<file path="src/rtl/sync_edge_filter_if.sv">
// rtl/sync_edge_filter_if.sv - data/edge-pulse bundle for sync_edge_filter
interface sync_edge_filter_if #(
    parameter int WIDTH = 1
);
    logic [WIDTH-1:0] data_i;
    logic [WIDTH-1:0] data_o;
    logic [WIDTH-1:0] rise_o;
    logic [WIDTH-1:0] fall_o;

    modport master (
        output data_i,
        input  data_o,
        input  rise_o,
        input  fall_o
    );

    modport slave (
        input  data_i,
        output data_o,
        output rise_o,
        output fall_o
    );
endinterface

</file>
<file path="src/rtl/sync_edge_filter.sv">
// rtl/sync_edge_filter.sv - multi-channel synchronizer with edge pulses; optional glitch filter under SYNC_FILTER_EN
module sync_edge_filter #(
    parameter int WIDTH         = 1,
    parameter int STAGES        = 2,
    parameter int RESET_STATE   = 0,
    parameter int FILTER_CYCLES = 4
) (
    input  logic                 clk,
    input  logic                 reset,
    sync_edge_filter_if.slave    bus
);

    localparam logic RST_BIT = RESET_STATE[0];
    localparam logic [WIDTH-1:0] RST_VEC = {WIDTH{RST_BIT}};

    // Elaboration-time parameter sanity.
    generate
        if (STAGES < 2) begin : g_bad_stages
            $error("sync_edge_filter: STAGES must be >= 2");
        end
`ifdef SYNC_FILTER_EN
        if (FILTER_CYCLES < 1) begin : g_bad_filter
            $error("sync_edge_filter: FILTER_CYCLES must be >= 1");
        end
`endif
    endgenerate

    logic [WIDTH-1:0] sync_q [STAGES];
    logic [WIDTH-1:0] s;
    logic [WIDTH-1:0] data_q;
    logic [WIDTH-1:0] data_d;
    logic [WIDTH-1:0] rise_q;
    logic [WIDTH-1:0] rise_d;
    logic [WIDTH-1:0] fall_q;
    logic [WIDTH-1:0] fall_d;

    assign s = sync_q[STAGES-1];

    // Synchronizer chain; reset flushes every stage so in-flight changes are dropped.
    always_ff @(posedge clk) begin
        if (!reset) begin
            for (int k = 0; k < STAGES; k++) begin
                sync_q[k] <= RST_VEC;
            end
        end else begin
            sync_q[0] <= bus.data_i;
            for (int k = 1; k < STAGES; k++) begin
                sync_q[k] <= sync_q[k-1];
            end
        end
    end

`ifdef SYNC_FILTER_EN
    localparam int CNT_W = $clog2(FILTER_CYCLES + 1);
    localparam logic [CNT_W-1:0] CNT_LAST = CNT_W'(FILTER_CYCLES - 1);

    logic [CNT_W-1:0] cnt_q [WIDTH];
    logic [CNT_W-1:0] cnt_d [WIDTH];

    // Per-channel stability counter: a change is accepted only after
    // FILTER_CYCLES consecutive samples disagree with the current output.
    always_comb begin
        data_d = data_q;
        for (int n = 0; n < WIDTH; n++) begin
            cnt_d[n] = '0;
            if (s[n] == data_q[n]) begin
                cnt_d[n] = '0;
            end else if (cnt_q[n] == CNT_LAST) begin
                data_d[n] = s[n];
                cnt_d[n]  = '0;
            end else begin
                cnt_d[n] = cnt_q[n] + 1'b1;
            end
        end
    end

    // Filter counter registers.
    always_ff @(posedge clk) begin
        if (!reset) begin
            for (int n = 0; n < WIDTH; n++) begin
                cnt_q[n] <= '0;
            end
        end else begin
            for (int n = 0; n < WIDTH; n++) begin
                cnt_q[n] <= cnt_d[n];
            end
        end
    end
`else
    // Unfiltered: output simply tracks the last synchronizer stage.
    always_comb begin
        data_d = s;
    end
`endif

    // Edge detect against the current registered level so pulses align with data_o.
    always_comb begin
        rise_d = ~data_q &  data_d;
        fall_d =  data_q & ~data_d;
    end

    // Output level and pulse registers; reset forces quiet pulses and the reset level.
    always_ff @(posedge clk) begin
        if (!reset) begin
            data_q <= RST_VEC;
            rise_q <= '0;
            fall_q <= '0;
        end else begin
            data_q <= data_d;
            rise_q <= rise_d;
            fall_q <= fall_d;
        end
    end

    assign bus.data_o = data_q;
    assign bus.rise_o = rise_q;
    assign bus.fall_o = fall_q;

endmodule

</file>
<file path="src/flat_wrapper.sv">
// flat-port wrapper written by rule: the top's interface ports become plain ports
module sync_edge_filter_flat 
#(
    parameter int WIDTH         = 1,
    parameter int STAGES        = 2,
    parameter int RESET_STATE   = 0,
    parameter int FILTER_CYCLES = 4
)
  (clk, reset, bus_data_i, bus_data_o, bus_rise_o, bus_fall_o);
  sync_edge_filter_if #(.WIDTH(WIDTH)) bus_i ();
  input  logic clk;
  input  logic reset;
  input wire logic [$bits(bus_i.data_i)-1:0] bus_data_i;
  output wire logic [$bits(bus_i.data_o)-1:0] bus_data_o;
  output wire logic [$bits(bus_i.rise_o)-1:0] bus_rise_o;
  output wire logic [$bits(bus_i.fall_o)-1:0] bus_fall_o;
  assign bus_i.data_i = bus_data_i;
  assign bus_data_o = bus_i.data_o;
  assign bus_rise_o = bus_i.rise_o;
  assign bus_fall_o = bus_i.fall_o;
  sync_edge_filter #(.WIDTH(WIDTH), .STAGES(STAGES), .RESET_STATE(RESET_STATE), .FILTER_CYCLES(FILTER_CYCLES)) u_core (.clk(clk), .reset(reset), .bus(bus_i));
endmodule
</file>
<file path="config.mk">
export PLATFORM = sky130hd
export DESIGN_NAME = sync_edge_filter_flat
export DESIGN_NICKNAME = d
export VERILOG_FILES = /design/src/rtl/sync_edge_filter_if.sv /design/src/rtl/sync_edge_filter.sv /design/src/flat_wrapper.sv
export SDC_FILE = /design/constraint.sdc
export NUM_CORES = 1
export LEC_CHECK = 0
export CAP_MARGIN = 5
export CORE_AREA = 2 2 39 41
export DETAILED_ROUTE_END_ITERATION = 10
export DIE_AREA = 0 0 41 43
export SYNTH_ARGS = -nofsm -noshare
export SYNTH_HDL_FRONTEND = slang
export SYNTH_SLANG_ARGS = --single-unit
</file>
<file path="constraint.sdc">
create_clock -name clk -period 0.8 [get_ports clk]
set_input_delay 0.16 -clock clk [delete_from_list [all_inputs] [get_ports clk]]
set_output_delay 0.16 -clock clk [all_outputs]
set_load 0.02 [all_outputs]
</file>
==> results.md, run 1 <==
* Status: finished, violations left
* Failing checks: setup timing
* Critical Path RT at 640 ps
* Setup violations, final at 5
* Worst Max-Slew Pin Slew at 140 ps
* Slowest cell on the critical path: dfxtp_2
* IO Pins at 6
* DR vias at 116
* Total gr overflow at 0
* Power share of the combinational group at 0.058
* CP max stage delay at 320 ps
* Initial DRC count at 0
* Clock transition at the registers of the reported paths at 40 ps
* Switching part of the total at 0.199
* Critical path peak fanout at 2
* Fmax at 1190 MHz
* Area Growth Syn to Fin at 84.8%
* Final clock skew at 2.97 ps
* Cell area after synthesis at 140 um^2
* HP Class: register to register
* Non-Filler Instances at 37
* Tmin final at 839 ps
* Gate Count Post-Synth at 10
* Tot Pwr at 0.588 mW
* CP Cell Sequence: buf_6
* Vias in the first global route at 135
* DIE HEIGHT at 43 um
* Vias per inst at 3.14
* Pre-Repair DR Iteration Count at 1
* Drt total wl at 242 um
* Startpoint Class: register
* Critical path depth at 1
* Nets at 25
* Clk buf depth at 2
* Final period util at 1.05
* Hold Vio Cnt, Final at 0
* Pleak at 0.118 nW
* Internal Power at 0.471 mW
* Row Count at 14
* Critical path buffers and inverters at 1
* Psw at 0.117 mW
* Largest net degree at the start of global routing at 6
* Power density over the cells at 2270 nW/um^2
* Starting density of the core at 0.101
* Core Area at 1380 um^2
* Worst hold slack at 445 ps
* Max-cap violations at 0
* Met2 Routed Length at 110 um
* Worst reg-to-reg path cell count at 3
* Antenna fix cells at 0
* Syn avg cell area at 14.0 um^2
* Most frequent cells in the layout: and2_2 (3), clkbuf_4 (3), buf_6 (3), dfxtp_2 (3)
* Crit path DAT at 680 ps
* RSZ-0062 raised after global routing: yes
* Worst Hold End: u_core.sync_q[0][1]
* Die area at 1760 um^2
* Crit. End Element: output pin
* CTS Buf Count at 3
* Reg2Reg Capture Point: u_core.bus.fall_o
* Met1 Wirelength at 81 um
* Htree depth at 1
* DP Area at 218 um^2
* Share of post-route cells with drive strength above 1 at 0.667
* Routed wire length per instance at 6.54 um
* Antenna viol nets, final at 0
* Register-to-register setup slack at -10 ps
* Synth warn at 0
* Hold path startpoint: u_core.sync_q[0][0]
* Critical path's top delay family: flip-flops
* Synth Net Count at 13
* Uppermost layer routed: met3
* Yosys reg bits at 5
* Register share of total power at 0.446
* IO buf count at 5
* Die Wd at 41 um
* Clock Power Share at 0.496
* CTS tree: yes
* Tot GR Track Use at 0.0512
* Hold Path Depth at 1
* Slew HR at 0.906
* Clock sink count at 5
* Routed wl met3 at 49 um
* Util after Layout at 0.187
* Global-route wire length before repair at 476 um
* Seq/Total Area, Yosys at 0.714
* Initial antenna violation count at 0
* Peak supply drop at 0.000653 V
* DRC viols at 0
* Worst-Skew Late Latency at 240 ps
* CTS root buffer: clkbuf_4
* Worst r2r src: u_core.bus.data_o
* Setup WS post-layout at -39.2 ps
* Final instance area at 259 um^2
* Hold_buf cts at 0
* Distinct cells, synth at 3
* Placed cell count at 32
* Gpl congestion at 0.497
* Setup Crit Path Kind: register to output pin
* FILL cells at 156
* Max-slew violation count at 0
[power by group through the flow]
stage,Combinational [mW],Sequential (mW),Clock [mW]
2_1_floorplan,0.00669,0.269,0
3_3_place_gp,0.0309,0.265,0
3_5_place_dp,0.0316,0.265,0
4_1_cts,0.0346,0.262,0.306
5_1_grt,0.0379,0.262,0.340
6_report,0.0342,0.262,0.292
[per-stage QoR]
stage / setup TNS [ps] / worst slack, ps
floorplan: 0 / 71.1
global placement: -1310 / -263
detailed placement: -1430 / -276
CTS: -141 / -47.0
global route: -242 / -69.6
finish: -111 / -39.2
[flip-flops by register name, indices dropped and copies added (netlist names)]
| name | flops |
|---|---|
| u_core.sync_q | 2 |
| u_core.bus.data_o | 1 |
| u_core.bus.fall_o | 1 |
| u_core.bus.rise_o | 1 |
[final cells by class]
type                    instances  area (um^2)  area share
flip-flops and latches          5          104       0.401
repair buffers                  7         68.8       0.266
multi-input cells               5         40.0       0.155
clock buffers                   4         26.3       0.101
well taps                      16         20.0      0.0773
[cells in the mapped netlist]
cell / count / area [um^2]
dfxtp_1: 5 / 100
and2_2: 3 / 22.5
and3b_1: 2 / 17.5
[logic make-up after synthesis]
group,after synthesis,share of synthesized area
DFF,5,0.714
and+or+nand+nor,5,0.286
[metal layers]
| layer | GRT usage | vias up |
|---|---|---|
| met1 | 0.0322 | 51 |
| met5 | 0 | - |
| met3 | 0.0785 | 0 |
| li1 | - | 55 |
| met2 | 0.0625 | 10 |
| met4 | 0.0400 | 0 |
[what timing repair did]
item                       4_1_cts  5_1_grt
gates cloned                     0        0
hold endpoints to repair         0        0
buffers inserted                 1        0
setup endpoints to repair        3        5
gates resized for setup         21        0
[how the worst max path moves through the flow]
stage,from,to,slack (ps)
2_1_floorplan,u_core.bus.data_o,u_core.bus.rise_o,70
3_3_place_gp,u_core.bus.data_o,bus_data_o,-260
3_5_place_dp,u_core.bus.data_o,bus_data_o,-280
4_1_cts,u_core.bus.data_o,bus_data_o,-50
5_1_grt,u_core.bus.data_o,bus_data_o,-70
6_report,u_core.bus.data_o,bus_data_o,-40
Note: power is estimated with default switching activity, not from simulation.
==> inputs of run 2 (changes only) <==
--- a/config.mk
+++ b/config.mk
@@ -6,9 +6,9 @@
 export NUM_CORES = 1
 export LEC_CHECK = 0
 export CAP_MARGIN = 5
-export CORE_AREA = 2 2 39 41
+export CORE_AREA = 10 10 47 49
 export DETAILED_ROUTE_END_ITERATION = 10
-export DIE_AREA = 0 0 41 43
+export DIE_AREA = 0 0 57 59
 export SYNTH_ARGS = -nofsm -noshare
 export SYNTH_HDL_FRONTEND = slang
 export SYNTH_SLANG_ARGS = --single-unit
==> results.md, run 2 (synthesis results as in run 1) <==
* Fmax at 1200 MHz (+0.50%)
* Final instance area at 263 um^2 (+1.4%)
* Most frequent cells in the layout: buf_6 (4), and2_2 (3), clkbuf_4 (3), dfxtp_2 (3)
* Startpoint Class: register
* Crit. End Element: output pin
* Tot GR Track Use at 0.0220 (-0.0292)
* DR vias at 116 (unchanged)
* Slowest cell on the critical path: dfxtp_2
* Initial DRC count at 0 (unchanged)
* Hold Vio Cnt, Final at 0 (unchanged)
* FILL cells at 167 (+7.1%)
* Vias per inst at 3.14 (unchanged)
* Die Wd at 57 um (+39%)
* Register-to-register setup slack at 10 ps (+20 ps)
* Row Count at 14 (unchanged)
* Largest register FFs at 2 (unchanged)
* Vias in the first global route at 121 (-10%)
* Max-cap violations at 0 (unchanged)
* Routed wire length per instance at 8.14 um (+24%)
* IO Pins at 6 (unchanged)
* Gpl congestion at 0.557 (+12%)
* HP Class: register to register
* Commonest non-fill, non-tap cell in the layout: buf_6
* Total gr overflow at 0 (unchanged)
* RSZ-0062 raised after global routing: yes
* Biggest register: u_core.sync_q
* CP max stage delay at 310 ps (about the same)
* Drt total wl at 301 um (+24%)
* CTS root buffer: clkbuf_4
* DIE HEIGHT at 59 um (+37%)
* Htree depth at 1 (unchanged)
* Worst-Skew Late Latency at 240 ps (about the same)
* Clock transition at the registers of the reported paths at 40 ps (about the same)
* Critical Path RT at 640 ps (about the same)
* Nets at 25 (unchanged)
* Initial antenna violation count at 0 (unchanged)
* Peak supply drop at 0.000808 V (+24%)
* Starting density of the core at 0.100 (-0.00127)
* DP Area at 218 um^2 (unchanged)
* IO buf count at 5 (unchanged)
* CTS Buf Count at 3 (unchanged)
* Max-slew violation count at 0 (unchanged)
* Tot Pwr at 0.590 mW (+0.33%)
* Critical path buffers and inverters at 1 (unchanged)
* Slew HR at 0.909 (+0.00215)
* Final clock skew at 1.13 ps (-1.85 ps)
* Setup Crit Path Kind: register to output pin
* Area Growth Syn to Fin at 87.5%
* CP Cell Sequence: buf_6
* Largest net degree at the start of global routing at 6 (unchanged)
* Power density over the cells at 2250 nW/um^2 (-1.1%)
* Core Area at 1400 um^2 (+1.3%)
* Pre-Repair DR Iteration Count at 1 (unchanged)
* Die area at 3360 um^2 (+91%)
* Crit path DAT at 670 ps (about the same)
* Clk buf depth at 2 (unchanged)
* Antenna viol nets, final at 0 (unchanged)
* Setup WS post-layout at -35.0 ps (+4.21 ps)
* CTS tree: yes
* Pleak at 0.119 nW (+0.65%)
* Critical path peak fanout at 2 (unchanged)
* Worst Max-Slew Pin Slew at 137 ps (-3.22 ps)
* Failing checks: setup timing
* Global-route wire length before repair at 462 um (-2.9%)
* Status: finished, violations left
* Share of post-route cells with drive strength above 1 at 0.667 (unchanged)
* Antenna fix cells at 0 (unchanged)
* Final period util at 1.04 (-0.00527)
* Setup violations, final at 3 (-2)
* Critical path's top delay family: flip-flops
* Clock sink count at 5 (unchanged)
* Tmin final at 835 ps (-4.21 ps)
* DRC viols at 0 (unchanged)
[run 2: cell counts in the layout (fill, tap and decap cells not counted)]
No cell type changed its count.
[run 2: power by group]
| part | leakage, nW | internal (mW) | switching [mW] | total [mW] |
|---|---|---|---|---|
| logic | 0.0615 | 0.0242 | 0.0112 | 0.0354 |
| clock network | 0.0150 | 0.189 | 0.104 | 0.292 |
| registers | 0.0423 | 0.259 | 0.00334 | 0.262 |
| total | 0.119 | 0.472 | 0.118 | 0.590 |
[run 2: metrics by stage]
| step | hold WS, ps | setup slack (ps) | setup TNS [ps] | cells | utilization |
|---|---|---|---|---|---|
| finish | 447 | -35.0 | -89.6 | 37 | 0.188 |
| detailed placement | 427 | -280 | -1500 | 32 | 0.155 |
| floorplan | 296 | 71.1 | 0 | 10 | - |
| CTS | 452 | -43.8 | -114 | 37 | 0.188 |
| global placement | 424 | -272 | -1340 | 32 | 0.155 |
| global route | 465 | -75.0 | -223 | 37 | 0.188 |
[run 2: path summary, 6_finish.rpt]
path	cells after the start	start	endpoint
setup / recovery	1	u_core.bus.data_o	bus_data_o
hold / removal	1	u_core.sync_q[0][0]	u_core.sync_q[0][1]
setup reg to reg	3	u_core.bus.data_o	u_core.bus.fall_o
hold reg to reg	1	u_core.sync_q[0][0]	u_core.sync_q[0][1]
[run 2: area by class of cell]
cell class / instances / area [um^2] / share of cell area
flip-flops and latches: 5 / 104 / 0.395
repair buffers: 7 / 72.6 / 0.276
multi-input cells: 5 / 40.0 / 0.152
clock buffers: 4 / 26.3 / 0.100
well taps: 16 / 20.0 / 0.0762
[run 2: what timing repair did]
item                       4_1_cts  5_1_grt
resized for setup               22        0
setup endpoints to repair        3        5
hold buffers                     0        0
cloned                           0        0
setup buffers                    1        0
[run 2: routing by layer]
metal,routed length (um),GRT usage,up-vias
met2,106,0.0279,10
met4,0,0,0
met5,0,0,-
li1,-,-,54
met3,96,0.0536,0
met1,98,0.00950,52
==> inputs of run 3 (changes only) <==
--- a/config.mk
+++ b/config.mk
@@ -7,6 +7,7 @@
 export LEC_CHECK = 0
 export CAP_MARGIN = 5
 export CORE_AREA = 10 10 47 49
+export CTS_CLUSTER_DIAMETER = 80
 export DETAILED_ROUTE_END_ITERATION = 10
 export DIE_AREA = 0 0 57 59
 export SYNTH_ARGS = -nofsm -noshare
==> results of run 3 <==
The final DEF is identical to that of run 2; final timing and power are the same.
